<file path="config.mk">
export PLATFORM = sky130hd
export DESIGN_NAME = mem_arbiter
export DESIGN_NICKNAME = d
export VERILOG_FILES = /design/src/rtl/mem_arbiter.sv
export SDC_FILE = /design/constraint.sdc
export NUM_CORES = 1
export LEC_CHECK = 0
export CAP_MARGIN = 25
export CORE_MARGIN = 4
export CORE_UTILIZATION = 32
export DETAILED_ROUTE_END_ITERATION = 12
export PLACE_DENSITY_LB_ADDON = 0.08
export SLEW_MARGIN = 20
export SYNTH_ARGS = -nofsm -noshare
export SYNTH_HDL_FRONTEND = slang
export SYNTH_SLANG_ARGS = --single-unit
</file>
<file path="constraint.sdc">
create_clock -name clk -period 2.68 [get_ports clk]
set_input_delay 0.402 -clock clk [delete_from_list [all_inputs] [get_ports clk]]
set_output_delay 0.402 -clock clk [all_outputs]
set_load 0.01 [all_outputs]
</file>
<file path="src/rtl/mem_arbiter.sv">
// Two-port round-robin arbiter in front of a single shared Memory.
// One port owns the Memory at a time; every grant returns through IDLE before the next.
module mem_arbiter #(
   parameter int ADDR_W = 5,
   parameter int DATA_W = 16
) (
   input  logic              clk,
   input  logic              rst,
   input  logic              c0_rd,
   input  logic              c0_wr,
   input  logic [ADDR_W-1:0] c0_addr,
   input  logic [DATA_W-1:0] c0_din,
   input  logic              c1_rd,
   input  logic              c1_wr,
   input  logic [ADDR_W-1:0] c1_addr,
   input  logic [DATA_W-1:0] c1_din,
   output logic [DATA_W-1:0] c0_dout,
   output logic [DATA_W-1:0] c1_dout,
   output logic              c0_done,
   output logic              c1_done,
   output logic [ADDR_W-1:0] mem_addr,
   output logic [DATA_W-1:0] mem_din,
   output logic              mem_rd,
   output logic              mem_wr,
   input  logic [DATA_W-1:0] mem_dout,
   input  logic              mem_done,
   output logic [1:0]        grant,
   output logic [7:0]        c0_cnt,
   output logic [7:0]        c1_cnt
);

   typedef enum logic [2:0] {
      IDLE  = 3'b001,
      BUSY0 = 3'b010,
      BUSY1 = 3'b100
   } state_t;

   state_t     state_q, state_d;
   logic       last_q, last_d;
   logic [7:0] c0_cnt_q, c0_cnt_d;
   logic [7:0] c1_cnt_q, c1_cnt_d;
   logic       req0, req1;

   assign req0 = c0_rd | c0_wr;
   assign req1 = c1_rd | c1_wr;

   always_ff @(posedge clk) begin
      if (rst) begin
         state_q  <= IDLE;
         last_q   <= 1'b1;
         c0_cnt_q <= 8'd0;
         c1_cnt_q <= 8'd0;
      end else begin
         state_q  <= state_d;
         last_q   <= last_d;
         c0_cnt_q <= c0_cnt_d;
         c1_cnt_q <= c1_cnt_d;
      end
   end

   always_comb begin
      state_d  = state_q;
      last_d   = last_q;
      c0_cnt_d = c0_cnt_q;
      c1_cnt_d = c1_cnt_q;
      unique case (state_q)
         IDLE: begin
            // On a tie the port that did not finish last wins.
            if (req0 && req1)  state_d = last_q ? BUSY0 : BUSY1;
            else if (req0)     state_d = BUSY0;
            else if (req1)     state_d = BUSY1;
         end
         BUSY0: begin
            if (mem_done) begin
               state_d  = IDLE;
               last_d   = 1'b0;
               c0_cnt_d = c0_cnt_q + 8'd1;
            end else if (!req0) begin
               state_d  = IDLE;
            end
         end
         BUSY1: begin
            if (mem_done) begin
               state_d  = IDLE;
               last_d   = 1'b1;
               c1_cnt_d = c1_cnt_q + 8'd1;
            end else if (!req1) begin
               state_d  = IDLE;
            end
         end
         default: state_d = IDLE;
      endcase
   end

   always_comb begin
      mem_addr = '0;
      mem_din  = '0;
      mem_rd   = 1'b0;
      mem_wr   = 1'b0;
      grant    = 2'b00;
      c0_done  = 1'b0;
      c1_done  = 1'b0;
      unique case (state_q)
         BUSY0: begin
            mem_addr = c0_addr;
            mem_din  = c0_din;
            mem_wr   = c0_wr;
            mem_rd   = c0_rd & ~c0_wr;
            grant    = 2'b01;
            c0_done  = mem_done & ~rst;
         end
         BUSY1: begin
            mem_addr = c1_addr;
            mem_din  = c1_din;
            mem_wr   = c1_wr;
            mem_rd   = c1_rd & ~c1_wr;
            grant    = 2'b10;
            c1_done  = mem_done & ~rst;
         end
         default: ;
      endcase
   end

   assign c0_dout = mem_dout;
   assign c1_dout = mem_dout;
   assign c0_cnt  = c0_cnt_q;
   assign c1_cnt  = c1_cnt_q;

endmodule

</file>
; ---- After elaboration in Yosys (flattened, before gate mapping)
; Index checks and enable logic that the tools add are counted.
[op_classes]
add_sub_neg = 2
n_mux = 19
n_reduce_logical = 6
n_eq_ne = 8
n_bitwise = 8
[op_table]
columns = op, n
row1 = 16-bit case mux with 2 select lines, 1
row2 = 3-bit 2-to-1 mux, 8
row3 = "8-bit by 1-bit adder with 8-bit output, second input constant", 2
row4 = 5-bit case mux with 2 select lines, 1
row5 = 3-bit case mux with 3 select lines, 1
row6 = "3-bit != test, second input constant", 2
row7 = 1-bit case mux with 2 select lines, 3
row8 = 3-bit AND reduction, 2
row9 = 1-bit 2-to-1 mux, 4
row10 = "2-bit != test, second input constant", 2
row11 = "4-bit != test, second input constant", 1
row12 = 2-bit case mux with 2 select lines, 1
row13 = 2-bit AND reduction, 2
row14 = 1-bit AND, 3
row15 = "3-bit by 1-bit equality test with 1-bit output, second input constant", 1
row16 = "3-bit by 2-bit equality test with 1-bit output, second input constant", 1
row17 = "3-bit equality test, second input constant", 1
row18 = 1-bit inverter, 3
row19 = 1-bit OR, 2
row20 = 2-bit nonzero test, 1
row21 = 1-bit logical AND, 1
[totals]
input_bits = 65
elab_cells = 47
regBits = 20

; ---- Logic depth before layout (Yosys ltp)
; Gate-level depths: netlist of the first run.
[depth]
word_depth = 5
ltp_mapped = 4
depth_no_buf = 4

; ---- Worst setup path after synthesis of the first run
; Ideal clock, no wire load.
[synth_timing]
path_kind = register -> output
start = register state_q[2]
end = output port mem_din[0]
setup_slack_ns = 0.876
path_buffers = 1
path_stages_with_launch = 4
t_arrival_ns = 1.402
path_cell_list = dfxtp_1 nor3b_2 clkbuf_1 a22o_1
[synth_between]
elab_chain_cells = 2
elab_cells_between_ends = 3
cone_classes = eq/ne (2) / mux (1)
[synth_lines]
columns = element, line_no
row1 = start: declaration, 38  ; state_t state_q, state_d;
row2 = start signal: assignment, 54  ; state_q <= state_d;
row3 = 3-bit equality test / 3-bit by 2-bit equality test with 1-bit output (equally long branches), 103  ; unique case (state_q)
row4 = 16-bit case mux with 2 select lines (*), 103
row5 = end: declaration, 22  ; output logic [DATA_W-1:0] mem_din,
; Every way passes the cells marked *; elsewhere a longest branch is shown, timed or not.

; ---- Final worst setup path of the first run
[layout_timing]
start = register state_q[1]
end = output port mem_din[9]
; The elaborated chain is that of the path after synthesis.

==> flow_metrics.py, run 1 <==
metrics = {
    "pwr": {
        "p_comb_share_pct": 27.9,
        "peakVddDrop_mv": 0.207,
        "p_per_area_nw_per_um2": 316,
        "intPower_uw": 532,
        "total_power_uw": 700,
        "p_seq_share_pct": 45.1,
        "p_leak_uw": 0.000751,
        "switching_power_uw": 168,
        "p_clk_share_pct": 26.9,
        "swShare_pct": 24.0,
    },
    "die": {
        "start_util_pct": 34.1,
        "row_count": 23,
        "ios": 140,
        "core_area_um2": 4140,
        "dieHeight_um": 74.5,
        "die_w_um": 74.5,
        "dieArea_um2": 5550,
    },
    "grt": {
        "antenna_found_initial": 0,
        "grtUsageMet3_pct": 5.27,
        "grt-ovfl-total": 0,
        "grt_pass1_wl_mm": 7.14,
        "grt.busiest_layer": "met2",
        "use_met1_pct": 16.8,
        "grt_pass1_vias": 1527,
        "grt_max_degree": 27,
        "met2_usage_pct": 30.8,
        "grtUsageTotal_pct": 16.5,
    },
    "timing": {
        "worst_pin_slew_ps": 381,
        "tns_ps": 0,
        "finalCriticalPeriod_ps": 2360,
        "setup_viol": 0,
        "slew_headroom_pct": 74.5,
        "hold_ws_ps": 490,
        "final_hold_viol_count": 0,
        "clock.fmax_mhz": 424,
        "finalCritPeriodShare_pct": 88.1,
        "clock_skew_ps": 1.17,
        "rsz0062_at_grt": "false",
        "slew_viol_final": 0,
    },
    "critical_path": {
        "reg2reg_slack_ps": 850,
        "worstSetupPathType": "reg2out",
        "crit_arrival_ps": 1960,
        "r2r_cells": 4,
        "startpoint": "state_q[1]$_SDFFE_PP0P_",
        "end_kind": "output pin",
        "reg2reg_to": "state_q[1]$_SDFFE_PP0P_",
        "crit_required_ps": 2280,
        "critPathMaxFanout": 26,
        "cp-start-kind": "register",
        "slowest_stage": "clkdlybuf4s50_1",
        "slowest_delay_ps": 550,
        "r2r-start": "state_q[1]$_SDFFE_PP0P_",
        "worstPathCellList": "nor3b_4, buf_4, a22o_1, clkdlybuf4s50_1",
    },
    "logic_synthesis": {
        "synthFlopType": "dfxtp_1",
        "seq_area_frac_synth_pct": 28.3,
        "syn_area_um2": 1420,
        "ys_ff_latch": 20,
        "synth_top_area_share_pct": 28.3,
        "synth_edf_count": 0,
        "synth.net_count": 236,
        "synth.avg_cell_area_um2": 8.37,
        "synthCells": 169,
        "ys_top_cells_by_area": "dfxtp_1, buf_4, a22o_1",
        "synth_top_area_cell": "dfxtp_1",
        "netlist-cell-type-count": 30,
        "yosys_warnings": 0,
        "synth-async-reset-ratio_pct": 0,
    },
    "finish": {
        "area_delta_synth_final_pct": 56.3,
        "layout.nets": 299,
        "most-common-layout-cells": "clkdlybuf4s50_1, a22o_1, dfxtp_1",
        "final_common_cell": "clkdlybuf4s50_1",
        "diodes": 0,
        "postLayoutCellArea_um2": 2210,
        "drive_gt1_share_pct": 5.65,
    },
    "cts": {
        "ctsRootBufferMaster": "clkbuf_8",
        "clk_latency_ps": 250,
        "cts.sink_count": 20,
        "post_cts_buffers": 0,
        "clk_pin_slew_ps": 70,
        "cts_max_level": 1,
        "clock_path_buffers": 2,
        "cts_resized": 0,
        "cts_tree": "yes",
        "hold_buffers": 0,
        "cts_buffers": 3,
    },
    "route": {
        "drt_iter0_markers": 97,
        "viasPerCell": 5.47,
        "wire_per_inst_um": 16.7,
        "num_vias": 1531,
        "drtAntennaViolNets": 0,
        "dr.pass1.iters": 4,
        "totalWireLength_mm": 4.67,
        "drc": 0,
    },
    "run": {
        "drv_cap": 0,
    },
    "hold_path": {
        "hold_depth": 2,
        "hold_class": "reg2reg",
        "holdPathEnd": "c0_cnt[7]$_SDFFE_PP0P_",
        "hp-start": "c0_cnt[7]$_SDFFE_PP0P_",
    },
    "placed_design": {
        "hpwl_mm": 3.75,
        "place_area_um2": 2170,
        "io_buffer_count": 91,
        "gp_congestion": 0.810,
    },
    "outcome": {
        "status": "finished, final reports clean",
    },
}
-- critical path, delay by kind of cell, from the launching register on --
kind | cells | cell delay (ps)
buffers and inverters | 2 | 850
DFF | 1 | 420
AOI/OAI and AO/OA | 1 | 240
and+or+nand+nor | 1 | 200
-- power by group through the flow --
stage | sequential (µW) | combinational (µW) | clock [µW]
floorplan | 321 | 116 | 0
global placement | 322 | 193 | 0
detailed placement | 323 | 196 | 0
CTS | 316 | 196 | 194
global route | 317 | 208 | 203
finish | 316 | 195 | 188
-- worst max path at each step --
stage / end / slack, ps / depth (start not counted)
2_1_floorplan: mem_din[0] / 880 / 3
3_3_place_gp: c1_done / 420 / 4
3_5_place_dp: c1_done / 390 / 4
4_1_cts: mem_din[9] / 300 / 4
5_1_grt: mem_din[9] / 220 / 4
6_report: mem_din[9] / 320 / 4
-- layout make-up --
type / instances / area (µm²)
Timing Repair Buffer: 98 / 963
Tap cell: 50 / 62.6
Sequential cell: 20 / 400
Multi-Input combinational cell: 107 / 737
Inverter: 2 / 7.51
Fill cell: 368 / 1930
Clock buffer: 3 / 41.3
-- cell families (layout without fill, tap and decap cells) --
family | count (synthesis) | in the layout | synth area share [%]
multiplexers | 1 | 1 | 0.796
flip-flops | 20 | 20 | 28.3
AND/OR/NAND/NOR | 50 | 50 | 21.8
XOR/XNOR | 2 | 2 | 1.24
AO/OA/AOI/OAI | 52 | 52 | 26.4
adder cells (fa/ha/maj) | 2 | 2 | 1.77
buffers and inverters | 42 | 103 | 19.6
-- Yosys cell counts (all sizes together) (3+ instances only) --
cell / number
nand3b: 3
nor3b: 4
buf: 32
or3: 6
o31ai: 5
a22o: 22
nor2: 8
dfxtp: 20
or4: 5
nand3: 8
nand2: 8
o21ai: 7
a21oi: 14
clkbuf: 8
-- sequential cells by signal, summed over array words and instances (netlist names) --
name / flops
c0_cnt: 8
c1_cnt: 8
state_q: 3
last_q: 1
-- through the flow --
stage,util (%),std cells,setup slack (ps)
final,53.4,280,319
after global routing,53.4,280,221
after CTS,53.4,280,301
after detailed placement,52.4,277,389
after global placement,52.4,277,417
after floorplan,-,169,876
-- routing by layer --
metal | wire [µm] | share of wire (%)
met1 | 1680 | 36
met2 | 2430 | 52
met3 | 443 | 9.5
met4 | 108 | 2.3
met5 | 0 | 0
Note: power is estimated with default switching activity, not from simulation.
==> run 2: changes to the inputs <==
CAP_MARGIN = 10   (was 25)
==> results of run 2 <==
Final layout, timing and power as in run 1 (identical DEF).
